## config.mk

```make
export PLATFORM = sky130hd
export DESIGN_NAME = flash_loader_flat
export DESIGN_NICKNAME = d
export VERILOG_FILES = /design/src/rtl/flash_loader_pkg.sv /design/src/rtl/flash_loader_if.sv /design/src/rtl/flash_loader_uart_rx.sv /design/src/rtl/flash_loader.sv /design/src/flat_wrapper.sv
export SDC_FILE = /design/constraint.sdc
export NUM_CORES = 1
export LEC_CHECK = 0
export ABC_AREA = 1
export ABC_CLOCK_PERIOD_IN_PS = 5600
export BUFFER_PORTS_ARGS = -buffer_cell sky130_fd_sc_hd__buf_2
export CAP_MARGIN = 20
export CORE_UTILIZATION = 45
export DETAILED_ROUTE_END_ITERATION = 12
export PLACE_DENSITY = 0.68
export RECOVER_POWER = 50
export SLEW_MARGIN = 10
export SYNTH_ARGS = -nofsm -noshare
export SYNTH_HDL_FRONTEND = slang
export SYNTH_SLANG_ARGS = --single-unit
```

## constraint.sdc

```tcl
create_clock -name clock -period 5.6 [get_ports clock]
set_input_delay 1.12 -clock clock [delete_from_list [all_inputs] [get_ports clock]]
set_output_delay 1.12 -clock clock [all_outputs]
set_load 0.1 [all_outputs]
```

## src/rtl/flash_loader_pkg.sv

```systemverilog
// Shared types and constants for the UART flash loader.
// Holds the frame FSM encoding, the sync byte and the baud divider helper.
package flash_loader_pkg;

    typedef enum logic [2:0] {
        ST_IDLE   = 3'd0,
        ST_LEN_L  = 3'd1,
        ST_LEN_H  = 3'd2,
        ST_DATA_L = 3'd3,
        ST_DATA_H = 3'd4,
        ST_CSUM   = 3'd5
    } fl_state_e;

    typedef enum logic [1:0] {
        RX_IDLE  = 2'd0,
        RX_START = 2'd1,
        RX_DATA  = 2'd2,
        RX_STOP  = 2'd3
    } rx_state_e;

    localparam logic [7:0] SYNC_BYTE = 8'hA5;

    function automatic int unsigned calc_div(input int unsigned clk_hz, input int unsigned baud);
        return clk_hz / baud;
    endfunction

endpackage

```

## src/rtl/flash_loader_if.sv

```systemverilog
// Loader-side bundle: UART line in, flash write port and CPU/status flags out.
interface flash_loader_if #(
    parameter int unsigned ADDR_W = 12
);
    logic              rx;
    logic [ADDR_W-1:0] fl_address;
    logic [15:0]       fl_data;
    logic              fl_w;
    logic              cpu_run;
    logic              busy;
    logic              err;

    modport master (
        input  rx,
        output fl_address, fl_data, fl_w, cpu_run, busy, err
    );

    modport slave (
        output rx,
        input  fl_address, fl_data, fl_w, cpu_run, busy, err
    );
endinterface

```

## src/rtl/flash_loader_uart_rx.sv

```systemverilog
// 8N1 UART receiver: 2-flop synchronizer, mid-bit sampling, false-start rejection.
module flash_loader_uart_rx
    import flash_loader_pkg::*;
#(
    parameter int unsigned DIV = 217
) (
    input  logic       clock,
    input  logic       locked,
    input  logic       i_rx,
    output logic [7:0] o_byte,
    output logic       o_valid,
    output logic       o_frame_err
);

    localparam int unsigned CNT_W = $clog2(DIV + 1);
    localparam int unsigned HALF  = DIV / 2;

    logic             r_meta;
    logic             r_sync;
    logic             r_prev;
    rx_state_e        r_state;
    logic [CNT_W-1:0] r_cnt;
    logic [2:0]       r_bit;
    logic [7:0]       r_shift;
    logic             r_valid;
    logic             r_ferr;

    always_ff @(posedge clock or negedge locked) begin
        if (!locked) begin
            r_meta  <= 1'b1;
            r_sync  <= 1'b1;
            r_prev  <= 1'b1;
            r_state <= RX_IDLE;
            r_cnt   <= '0;
            r_bit   <= '0;
            r_shift <= '0;
            r_valid <= 1'b0;
            r_ferr  <= 1'b0;
        end else begin
            r_meta  <= i_rx;
            r_sync  <= r_meta;
            r_prev  <= r_sync;
            r_valid <= 1'b0;
            r_ferr  <= 1'b0;
            case (r_state)
                RX_IDLE: begin
                    r_cnt <= '0;
                    if (r_prev && !r_sync) r_state <= RX_START;
                end
                // Line must still be low half a bit later, otherwise it was a glitch
                RX_START: begin
                    if (r_cnt == CNT_W'(HALF - 1)) begin
                        r_cnt   <= '0;
                        r_bit   <= '0;
                        r_state <= r_sync ? RX_IDLE : RX_DATA;
                    end else begin
                        r_cnt <= r_cnt + CNT_W'(1);
                    end
                end
                RX_DATA: begin
                    if (r_cnt == CNT_W'(DIV - 1)) begin
                        r_cnt   <= '0;
                        r_shift <= {r_sync, r_shift[7:1]};
                        r_bit   <= r_bit + 3'd1;
                        if (r_bit == 3'd7) r_state <= RX_STOP;
                    end else begin
                        r_cnt <= r_cnt + CNT_W'(1);
                    end
                end
                RX_STOP: begin
                    if (r_cnt == CNT_W'(DIV - 1)) begin
                        r_cnt   <= '0;
                        r_state <= RX_IDLE;
                        if (r_sync) r_valid <= 1'b1;
                        else        r_ferr  <= 1'b1;
                    end else begin
                        r_cnt <= r_cnt + CNT_W'(1);
                    end
                end
                default: r_state <= RX_IDLE;
            endcase
        end
    end

    assign o_byte      = r_shift;
    assign o_valid     = r_valid;
    assign o_frame_err = r_ferr;

endmodule

```

## src/rtl/flash_loader.sv

```systemverilog
// Frame decoder that streams a UART program image into flash words and
// holds the CPU halted until a frame with a matching checksum completes.
module flash_loader
    import flash_loader_pkg::*;
#(
    parameter int unsigned CLK_HZ = 25000000,
    parameter int unsigned BAUD   = 115200,
    parameter int unsigned ADDR_W = 12
) (
    input  logic           clock,
    input  logic           locked,
    flash_loader_if.master bus
);

    localparam int unsigned DIV = calc_div(CLK_HZ, BAUD);

    logic [7:0] w_byte;
    logic       w_valid;
    logic       w_ferr;

    flash_loader_uart_rx #(.DIV(DIV)) u_rx (
        .clock       (clock),
        .locked      (locked),
        .i_rx        (bus.rx),
        .o_byte      (w_byte),
        .o_valid     (w_valid),
        .o_frame_err (w_ferr)
    );

    fl_state_e         r_state;
    logic [7:0]        r_len_lo;
    logic [15:0]       r_len;
    logic [15:0]       r_count;
    logic [ADDR_W-1:0] r_index;
    logic [7:0]        r_low;
    logic [7:0]        r_sum;
    logic [ADDR_W-1:0] r_fl_address;
    logic [15:0]       r_fl_data;
    logic              r_fl_w;
    logic              r_cpu_run;
    logic              r_busy;
    logic              r_err;

    always_ff @(posedge clock or negedge locked) begin
        if (!locked) begin
            r_state      <= ST_IDLE;
            r_len_lo     <= '0;
            r_len        <= '0;
            r_count      <= '0;
            r_index      <= '0;
            r_low        <= '0;
            r_sum        <= '0;
            r_fl_address <= '0;
            r_fl_data    <= '0;
            r_fl_w       <= 1'b0;
            r_cpu_run    <= 1'b1;
            r_busy       <= 1'b0;
            r_err        <= 1'b0;
        end else begin
            r_fl_w <= 1'b0;
            if (w_ferr) begin
                if (r_state != ST_IDLE) begin
                    r_err   <= 1'b1;
                    r_busy  <= 1'b0;
                    r_state <= ST_IDLE;
                end
            end else if (w_valid) begin
                case (r_state)
                    ST_IDLE: begin
                        if (w_byte == SYNC_BYTE) begin
                            r_cpu_run <= 1'b0;
                            r_err     <= 1'b0;
                            r_sum     <= '0;
                            r_index   <= '0;
                            r_count   <= '0;
                            r_busy    <= 1'b1;
                            r_state   <= ST_LEN_L;
                        end
                    end
                    ST_LEN_L: begin
                        r_len_lo <= w_byte;
                        r_state  <= ST_LEN_H;
                    end
                    ST_LEN_H: begin
                        r_len   <= {w_byte, r_len_lo};
                        r_state <= ({w_byte, r_len_lo} == 16'd0) ? ST_CSUM : ST_DATA_L;
                    end
                    ST_DATA_L: begin
                        r_low   <= w_byte;
                        r_sum   <= r_sum + w_byte;
                        r_state <= ST_DATA_H;
                    end
                    // Index wraps at the flash size; the 16-bit count tracks frame length
                    ST_DATA_H: begin
                        r_sum        <= r_sum + w_byte;
                        r_fl_data    <= {w_byte, r_low};
                        r_fl_address <= r_index;
                        r_fl_w       <= 1'b1;
                        r_index      <= r_index + ADDR_W'(1);
                        r_count      <= r_count + 16'd1;
                        r_state      <= ((r_count + 16'd1) == r_len) ? ST_CSUM : ST_DATA_L;
                    end
                    ST_CSUM: begin
                        if (w_byte == r_sum) r_cpu_run <= 1'b1;
                        else                 r_err     <= 1'b1;
                        r_busy  <= 1'b0;
                        r_state <= ST_IDLE;
                    end
                    default: begin
                        r_busy  <= 1'b0;
                        r_state <= ST_IDLE;
                    end
                endcase
            end
        end
    end

    assign bus.fl_address = r_fl_address;
    assign bus.fl_data    = r_fl_data;
    assign bus.fl_w       = r_fl_w;
    assign bus.cpu_run    = r_cpu_run;
    assign bus.busy       = r_busy;
    assign bus.err        = r_err;

endmodule

```

## src/flat_wrapper.sv

```systemverilog
// flat-port wrapper written by rule: the top's interface ports become plain ports
module flash_loader_flat import flash_loader_pkg::*;
#(
    parameter int unsigned CLK_HZ = 25000000,
    parameter int unsigned BAUD   = 115200,
    parameter int unsigned ADDR_W = 12
)
  (clock, locked, bus_rx, bus_fl_address, bus_fl_data, bus_fl_w, bus_cpu_run, bus_busy, bus_err);
  flash_loader_if #(.ADDR_W(ADDR_W)) bus_i ();
  input  logic clock;
  input  logic locked;
  input wire logic [$bits(bus_i.rx)-1:0] bus_rx;
  output wire logic [$bits(bus_i.fl_address)-1:0] bus_fl_address;
  output wire logic [$bits(bus_i.fl_data)-1:0] bus_fl_data;
  output wire logic [$bits(bus_i.fl_w)-1:0] bus_fl_w;
  output wire logic [$bits(bus_i.cpu_run)-1:0] bus_cpu_run;
  output wire logic [$bits(bus_i.busy)-1:0] bus_busy;
  output wire logic [$bits(bus_i.err)-1:0] bus_err;
  assign bus_i.rx = bus_rx;
  assign bus_fl_address = bus_i.fl_address;
  assign bus_fl_data = bus_i.fl_data;
  assign bus_fl_w = bus_i.fl_w;
  assign bus_cpu_run = bus_i.cpu_run;
  assign bus_busy = bus_i.busy;
  assign bus_err = bus_i.err;
  flash_loader #(.CLK_HZ(CLK_HZ), .BAUD(BAUD), .ADDR_W(ADDR_W)) u_core (.clock(clock), .locked(locked), .bus(bus_i));
endmodule
```

==> results by group <==
Drt
  – DRT iter0 DRCs: 380
  – Residual DRC: 0
  – Final ANT Viol Nets: 0
  – Drt total wl: 15000 um
  – Vias/cell: 5.29
  – Drt first pass iters: 5
  – WL/cell: 14.3 um
  – Via count: 5552

Critical path
  – CP Cell Sequence: nor2_2 -> inv_1 -> nor2_2 -> inv_2 -> nor2_1 -> inv_2 -> nor2_1 -> o21bai_1
  – Reg2reg end: u_core.r_index[0]
  – Worst Setup End Kind: flip-flop
  – Crit path kind: reg -> reg
  – Crit path launch type: flip-flop
  – Crit-path max FO: 57
  – R2r worst-path depth: 8
  – Worst path required time: 5940 ps
  – Crit path max-delay cell type: nor2_1
  – Critical Path AT: 3670 ps
  – Reg2Reg Setup Slack: 2270 ps
  – Worst r2r src: u_core.r_state[1]
  – CP peak stage delay: 1050 ps

GRT
  – Vias in the first global route: 5280
  – Total track usage: 0.222
  – First-pass GRT wire length: 25100 um
  – Grt ovf: 0
  – Initial antenna violation count: 0
  – Pin count of the biggest net entering global routing: 80

Synth
  – Cells after Synth: 819
  – Post-synth top area share: 0.484
  – Synth Warn #: 0
  – Ys async rst share: 1.00
  – Largest cells by area after synthesis: dfrtp_1 (48%), nand2_1 (14%), o21ai_0 (5.8%)
  – Synthesized net count: 836
  – Main synth FF type: dfrtp_1
  – Post-synth EDFFs: 0
  – Area leader, netlist: dfrtp_1
  – Register area share after synthesis: 0.500
  – #FFs+latches synth: 129
  – Synth cell types: 37
  – Most instantiated cells after synthesis: nand2_1 (246), dfrtp_1 (125), inv_1 (95), o21ai_0 (75), nand3_1 (69)
  – Synthesized cell area: 0.00647 mm2
  – Most frequent cell after synthesis: nand2_1
  – Synth Area per Inst: 7.90 um2

Timing
  – Slew Limit Fails: 0
  – Clock skew: 6.91 ps
  – Setup ws final: 2270 ps
  – RSZ-0062 raised after global routing: false
  – Fin crit period: 3330 ps
  – Max frequency: 0.300 GHz
  – Setup TNS: 0 ps
  – Final hold violations: 0
  – Relative slew slack: 0.0611
  – Part of the cycle the worst path needs: 0.595
  – Setup violations, final: 0
  – Worst Tran Pin Value: 1400 ps

Clock network
  – H-tree depth: 4
  – CTS tree: yes
  – Num CTS Buffers: 17
  – Clock slew at reported path FFs: 60 ps
  – CTS Buffer Depth: 2
  – Clock Tree Root: clkbuf_16
  – Clk_lat worst skew: 420 ps
  – CTS Hold Buffers Added: 0
  – Post-CTS Setup Bufs: 0
  – CTS Sinks: 129
  – Post-cts sizing count: 0

Hold path
  – Hold Path Sink: u_core.u_rx.r_sync
  – HP Start: u_core.u_rx.r_meta
  – Worst hold path type: reg -> reg
  – Hold path depth: 0

Floorplan
  – Chip Width: 122 um
  – Core Region: 0.0139 mm2
  – Cell Rows: 43
  – Initial core utilization: 0.464
  – Die area: 0.0149 mm2
  – I/O pin total: 35
  – Die Span Y: 122 um

Placement
  – GPL Wtd Cong: 0.905
  – Placed cell area: 0.00680 mm2
  – Post-detail-place hpwl: 10700 um
  – PortBufs: 34
  – DP Worst Slack: 3030 ps
  – DP Cell Count: 1017

Final layout
  – P&R area growth vs syn: 15.0%
  – Design area: 0.00744 mm2
  – Fillers: 1330
  – Non-Filler Instances: 1049
  – NumNets Final: 873
  – ANT cells: 0
  – Layout cells sized above 1: 0.0909

Status
  – Status: completed

Pwr
  – PwrDens: 302 mW/mm2
  – Design Power: 2.24 mW
  – Leakage Power: 3.64 nW
  – Peak VDD IR: 0.255 mV

Run
  – Max cap viols: 0
-- through the flow --
stage / util / hold slack (ps)
after floorplan: - / 345
after global placement: 0.488 / 348
after detailed placement: 0.488 / 352
after CTS: 0.534 / 356
after global routing: 0.534 / 362
final: 0.534 / 360
-- where the power goes --
part           switching (mW)  total (mW)  leakage [nW]  internal (mW)
clock                   0.399        1.21         0.308          0.813
combinational          0.0539      0.0742          1.55         0.0204
sequential            0.00992       0.956          1.78          0.946
total                   0.463        2.24          3.64           1.78
-- metal layers --
| metal | vias up | wire length, um | track usage |
|---|---|---|---|
| li1 | 2756 | - | - |
| met1 | 2640 | 6880 | 0.281 |
| met2 | 121 | 7130 | 0.363 |
| met3 | 35 | 563 | 0.0445 |
| met4 | 0 | 448 | 0.104 |
| met5 | - | 0 | 0 |
-- critical path: cells and delay by family, from the launching register on --
family	cells	cell delay, ps
compound gates	1	150
buf+inv	3	900
flops	1	440
simple gates	4	1720
-- worst max-delay path by stage --
stage / end / slack (ps) / from / depth (start not counted)
2_1_floorplan: bus_err / 3580 / u_core.bus.err / 0
3_3_place_gp: u_core.r_index[6] / 3090 / u_core.u_rx.o_byte[6] / 11
3_5_place_dp: u_core.r_index[6] / 3030 / u_core.u_rx.o_byte[6] / 11
4_1_cts: u_core.r_index[6] / 3010 / u_core.u_rx.o_byte[6] / 11
5_1_grt: u_core.r_index[0] / 1960 / u_core.r_state[1] / 8
6_report: u_core.r_index[0] / 2270 / u_core.r_state[1] / 8
-- final cells by class --
| type | instances | area, um2 | area share |
|---|---|---|---|
| tap | 180 | 225 | 0.0303 |
| timing repair buffer | 35 | 184 | 0.0247 |
| inverter | 98 | 368 | 0.0495 |
| clock buffer | 23 | 468 | 0.0629 |
| clock inverter | 9 | 179 | 0.0241 |
| sequential | 129 | 3230 | 0.435 |
| multi-input combinational | 575 | 2780 | 0.374 |
-- sequential cells by signal, summed over array words and instances (netlist names), 8 cells and up, named ones only --
name / count
u_core.r_sum: 8
u_core.bus.fl_address: 12
u_core.r_len: 16
u_core.r_low: 8
u_core.r_index: 12
u_core.u_rx.r_cnt: 8
u_core.r_len_lo: 8
u_core.bus.fl_data: 16
u_core.u_rx.o_byte: 8
u_core.r_count: 16
-- cell families after synthesis --
family / count (synthesis) / share of synthesized area
DFF: 129 / 0.500
adders and majority gates: 14 / 0.0282
AOI/OAI and AO/OA: 117 / 0.0985
buffers and inverters: 115 / 0.0689
xor gates and xnor gates: 10 / 0.0162
and+or+nand+nor: 434 / 0.288
-- placed cells by master (no fill, tap or decap), types with 2 or more instances in the layout --
master / instances
a21oi_1: 18
a32o_1: 2
inv_1: 95
clkbuf_1: 4
buf_2: 33
nand3_1: 69
ha_1: 13
nor3_1: 25
xnor2_1: 3
nand3b_1: 3
nor4_1: 6
o21bai_1: 2
clkbuf_8: 2
o21ai_1: 2
clkinvlp_4: 2
dfstp_2: 3
o22ai_1: 10
bufinv_16: 5
nand2_1: 246
o21ai_0: 75
clkbuf_16: 17
dfrtp_1: 125
nor2_2: 3
inv_2: 3
o31ai_1: 4
nor2_4: 3
nor2_1: 63
nand4_1: 11
xor2_1: 6
Power figures use the tool's default switching activity.
